<file path="src/rtl/bit_serial_alu_seq.sv">
// ---------------------------------------------------------------------------
// bit_serial_alu_seq
//
// Runs 8-bit operations through an external combinational 1-bit ALU slice.
// An operand pair and opcode are accepted over a valid/ready handshake. The
// slice is then driven LSB-first for 8 cycles, with carry/borrow chained
// through a register. The assembled result and flags are presented behind an
// output valid/ready handshake.
//
// Ports
//   clk, rst_n          rising-edge clock, synchronous active-low reset
//   in_valid/in_ready   request handshake (in_ready high only in IDLE)
//   op_a, op_b          8-bit operands
//   op_cin              carry/borrow into bit 0 (ADD/SUB only)
//   alu_sel             slice opcode: 000 AND, 001 OR, 010 XOR, 011 ADD,
//                       100 SUB, 101 PASS A, 110 PASS B, 111 NOT A
//   slice_a/b/cin/sel   drive the slice inputs (all zero outside RUN)
//   slice_result/cout   slice outputs
//   res_valid/res_ready result handshake
//   result, carry, zero assembled result, final carry/borrow, result==0
//   ovf                 signed overflow for ADD/SUB
//
// Configuration
//   BIT_SERIAL_ALU_SEQ_OVF_EN  when defined, ovf is computed and registered.
//                              When undefined, ovf is tied to 0.
// ---------------------------------------------------------------------------
module bit_serial_alu_seq (
  input  logic       clk,
  input  logic       rst_n,
  input  logic       in_valid,
  output logic       in_ready,
  input  logic [7:0] op_a,
  input  logic [7:0] op_b,
  input  logic       op_cin,
  input  logic [2:0] alu_sel,
  output logic       slice_a,
  output logic       slice_b,
  output logic       slice_cin,
  output logic [2:0] slice_sel,
  input  logic       slice_result,
  input  logic       slice_cout,
  output logic       res_valid,
  input  logic       res_ready,
  output logic [7:0] result,
  output logic       carry,
  output logic       zero,
  output logic       ovf
);

  localparam logic [2:0] SEL_ADD = 3'b011;
  localparam logic [2:0] SEL_SUB = 3'b100;

  typedef enum logic [1:0] {IDLE, RUN, DONE} state_t;

  state_t     state;
  logic [7:0] a_sh;
  logic [7:0] b_sh;
  logic [6:0] res_sh;    // bits 0..6; bit 7 comes straight from the slice
  logic [2:0] op_q;
  logic       carry_q;   // carry/borrow entering the current bit
  logic [2:0] cnt;

  logic       op_arith;
  logic       sel_arith;
  logic [7:0] final_res;

  assign op_arith  = (op_q == SEL_ADD) || (op_q == SEL_SUB);
  assign sel_arith = (alu_sel == SEL_ADD) || (alu_sel == SEL_SUB);
  assign final_res = {slice_result, res_sh};

  assign in_ready = (state == IDLE);

  // The slice loop is combinational: registered operand LSBs and carry go
  // out, the slice answer comes back within the same cycle.
  // NOTE: every signal driven from always_comb gets a default first so that
  // no path leaves it unassigned and no latch is inferred.
  always_comb begin
    slice_a   = 1'b0;
    slice_b   = 1'b0;
    slice_cin = 1'b0;
    slice_sel = 3'b000;
    if (state == RUN) begin
      slice_a   = a_sh[0];
      slice_b   = b_sh[0];
      slice_cin = carry_q;
      slice_sel = op_q;
    end
  end

  // NOTE: sequential state uses non-blocking assignments only, so every
  // register samples the values from before the edge.
  always_ff @(posedge clk) begin
    if (!rst_n) begin
      state     <= IDLE;
      a_sh      <= 8'h00;
      b_sh      <= 8'h00;
      res_sh    <= 7'h00;
      op_q      <= 3'b000;
      carry_q   <= 1'b0;
      cnt       <= 3'd0;
      res_valid <= 1'b0;
      result    <= 8'h00;
      carry     <= 1'b0;
      zero      <= 1'b0;
`ifdef BIT_SERIAL_ALU_SEQ_OVF_EN
      ovf       <= 1'b0;
`endif
    end else begin
      case (state)
        IDLE: begin
          if (in_valid) begin
            a_sh    <= op_a;
            b_sh    <= op_b;
            op_q    <= alu_sel;
            carry_q <= sel_arith ? op_cin : 1'b0;
            cnt     <= 3'd0;
            state   <= RUN;
          end
        end
        RUN: begin
          res_sh  <= {slice_result, res_sh[6:1]};
          a_sh    <= {1'b0, a_sh[7:1]};
          b_sh    <= {1'b0, b_sh[7:1]};
          // Logic/pass ops may report a Cout (NOT A does); keep it out.
          carry_q <= op_arith ? slice_cout : 1'b0;
          cnt     <= cnt + 3'd1;
          if (cnt == 3'd7) begin
            result    <= final_res;
            carry     <= op_arith ? slice_cout : 1'b0;
            zero      <= (final_res == 8'h00);
`ifdef BIT_SERIAL_ALU_SEQ_OVF_EN
            // carry_q is the carry/borrow entering bit 7 at this edge.
            ovf       <= op_arith ? (carry_q ^ slice_cout) : 1'b0;
`endif
            res_valid <= 1'b1;
            state     <= DONE;
          end
        end
        DONE: begin
          if (res_ready) begin
            res_valid <= 1'b0;
            state     <= IDLE;
          end
        end
        default: state <= IDLE;
      endcase
    end
  end

`ifndef BIT_SERIAL_ALU_SEQ_OVF_EN
  assign ovf = 1'b0;
`endif

endmodule

</file>
<file path="config.mk">
export PLATFORM = sky130hd
export DESIGN_NAME = bit_serial_alu_seq
export DESIGN_NICKNAME = d
export VERILOG_FILES = /design/src/rtl/bit_serial_alu_seq.sv
export SDC_FILE = /design/constraint.sdc
export NUM_CORES = 1
export LEC_CHECK = 0
export ABC_AREA = 1
export BUFFER_PORTS_ARGS = -buffer_cell sky130_fd_sc_hd__buf_2
export CORE_ASPECT_RATIO = 1.5
export CORE_UTILIZATION = 55
export CTS_CLUSTER_DIAMETER = 40
export CTS_CLUSTER_SIZE = 25
export DETAILED_ROUTE_END_ITERATION = 10
export PLACE_DENSITY_LB_ADDON = 0.15
export SETUP_SLACK_MARGIN = 0.15
export SYNTH_ARGS = -nofsm -noshare
export SYNTH_HDL_FRONTEND = slang
export SYNTH_SLANG_ARGS = --single-unit
</file>
<file path="constraint.sdc">
create_clock -name clk -period 2.73 [get_ports clk]
set_clock_uncertainty 0.15 [all_clocks]
set_input_delay 0.546 -clock clk [delete_from_list [all_inputs] [get_ports clk]]
set_output_delay 0.546 -clock clk [all_outputs]
set_load 0.05 [all_outputs]
</file>
==> run metrics <==
outcome=finished clean; number of I/O pins=45; Seq/Total Area, Yosys=between 40% and 50%; antenna viol nets, final=0; WL final=approximately 3.6 mm; CP delay by family, top=flip-flops; total die area=3763 sq um; Fill cells=~340; Power Dens Cells=581.2 nW/um^2; chip width=50.42 microns; CP endpoint kind=output pin; Setup Fix Bufs, Post-CTS=0; Req. time, crit path=~2000 ps; first-pass GRT wire length=6.203 mm; CTS tree=done; Initial Util=57.17%; core footprint=approximately 3400 sq um; dpl ws=between 700 and 800 ps; Antenna diodes=0; crit path max fanout=46; Final setup viols=0; total grt overflow=0; Root Buffer=clkbuf_8; Yosys Warn Count=0; Clock transition at path regs=around 80 ps; share of cells above drive strength 1=between 20 and 25%; Total Routing Usage GR=a little over a fifth; P_leak=approximately 1.0 nW; maximum VDD drop=about 0.45 mV; DR pass1 iterations=4; Period minus WS final=roughly 2300 ps; RSZ-0062 raised after global routing=no; FF+latch area=about 860 sq um; fmax=about 0.44 GHz; Vias/cell=between 5 and 6; WL/cell=10.96 microns; GPL Wtd Cong=between 0.7 and 0.8; endpoints failing hold=0; largest net degree at the start of global routing=between 40 and 50; multi-input logic area=just over 800 sq um; total CTS buffers=5; DPL Wire Length=2.504 mm; slowest stage delay, CP=approximately 550 ps; fin worst setup slack=around 470 ps; clk sinks=43; fin crit share=82.68%; PortBufs=43; Worst setup SP type=flop; # rows=26; max-slew violation count=0; Syn Nets=279; Clock Path Buffers=2; Min Hold Slack=roughly 300 ps; Synth top area share=44.50%; Cells after Synth=about 250; crit-path cells=nand2_8 > nor2_1 > buf_2; FF+latch count, synth=43; DP Area=roughly 2100 sq um; largest cells by area after synthesis=dfxtp_1 (45%), a21oi_1 (11%), nand2_1 (7.8%), inv_1 (6.4%), o21ai_1 (4.7%); Slew @ Worst Pin=between 700 and 800 ps; Post-Layout Inst Area=about 2200 sq um; max-capacitance violation count=0; post-synth top area cell=dfxtp_1; WP buf/inv=1; Setup TNS=0 ps; Mean Syn Cell Area=7.707 sq um; Min-Delay Path Class=reg2reg; P&R area growth vs syn=12.94%; vias in the first global route=1497; Critical Path AT=roughly 1600 ps; WS Path Type=reg2out; final net count=about 320; Synth cell types=28; CTS HTree Levels=2; vias after detailed routing=about 1700; First DRT Iteration DRCs=35; initial antenna violation count=0; cts repair resizes=0; DIE HEIGHT=74.63 microns; Tot Pwr=0.001270 W; # DRC=0; worst skew pair latency=290 ps; mapped cell area=roughly 1900 sq um; # hold bufs at CTS=0; slew margin rel.=~50%; Slowest-stage cell, CP=dfxtp_1
state kept, by name, summed over array words and instances, names as in the netlist:
register	count
result	8
op_q	3
res_valid	1
res_sh	7
a_sh	8
b_sh	8
carry	1
cnt	3
zero	1
carry_q	1
state	2
synth_stat cells, drive strengths merged:
library cell / instances
nand2: 47
nand4: 2
ha: 2
a21oi: 41
a211oi: 1
nand3: 3
nand3b: 1
o21ai: 41
clkbuf: 3
nor2: 18
conb: 1
o31ai: 1
o21a: 1
dfxtp: 43
inv: 35
buf: 11
per-layer routing:
metal	track usage, %	vias to the layer above	routed length, microns
met4	9.259	0	67
met2	40.00	30	1860
met3	4.848	7	118
met1	23.51	742	1570
li1	-	879	-
met5	0	-	0
placed cells by master (no fill, tap or decap), drive strengths merged:
master / count
nor2: 18
buf: 44
o31ai: 1
o21ai: 41
conb: 1
clkinv: 1
clkbuf: 6
a211oi: 1
nand3b: 1
nand3: 3
nand2: 47
inv: 35
dfxtp: 43
o21a: 1
nand4: 2
ha: 2
a21oi: 41
path summary, 6_finish.rpt:
check | endpoint | from | cells after the start | slack (ps)
worst max-delay path | slice_sel[0] | state[0] | 3 | 470
worst min-delay path | b_sh[1] | b_sh[1] | 2 | 300
worst max register to register | result[3] | state[0] | 6 | 1010
worst min register to register | b_sh[1] | b_sh[1] | 2 | 300
cells by family after synthesis:
family	after synthesis	synth area share, %
flops	43	44.50
other cells	1	0.1939
buf+inv	49	12.74
simple gates	71	17.14
compound gates	85	24.13
fa+ha+maj	2	1.293
worst min-delay path, delay by kind of cell (launching register included):
family,cells,cell delay (ps)
flops,1,300
buf+inv,1,60
compound gates,1,50
metrics by stage:
stage / utilization (%) / instances
after floorplan: - / 251
after CTS: 64.57 / 330
after global routing: 64.57 / 330
after detailed placement: 61.98 / 323
after global placement: 61.98 / 323
final: 64.57 / 330
power breakdown:
group / internal [W] / switching (W)
Sequential: 0.000664 / 0.0000179
Combinational: 0.0000644 / 0.000127
Clock: 0.000198 / 0.000198
layout make-up:
type	count	area share, %
flip-flops and latches	43	39.40
repair buffers	44	10.19
inverters	35	6.128
clock buffers	6	3.780
multi-input cells	159	37.86
clock inverters	1	0.2291
well taps	42	2.405
Power figures use the tool's default switching activity.
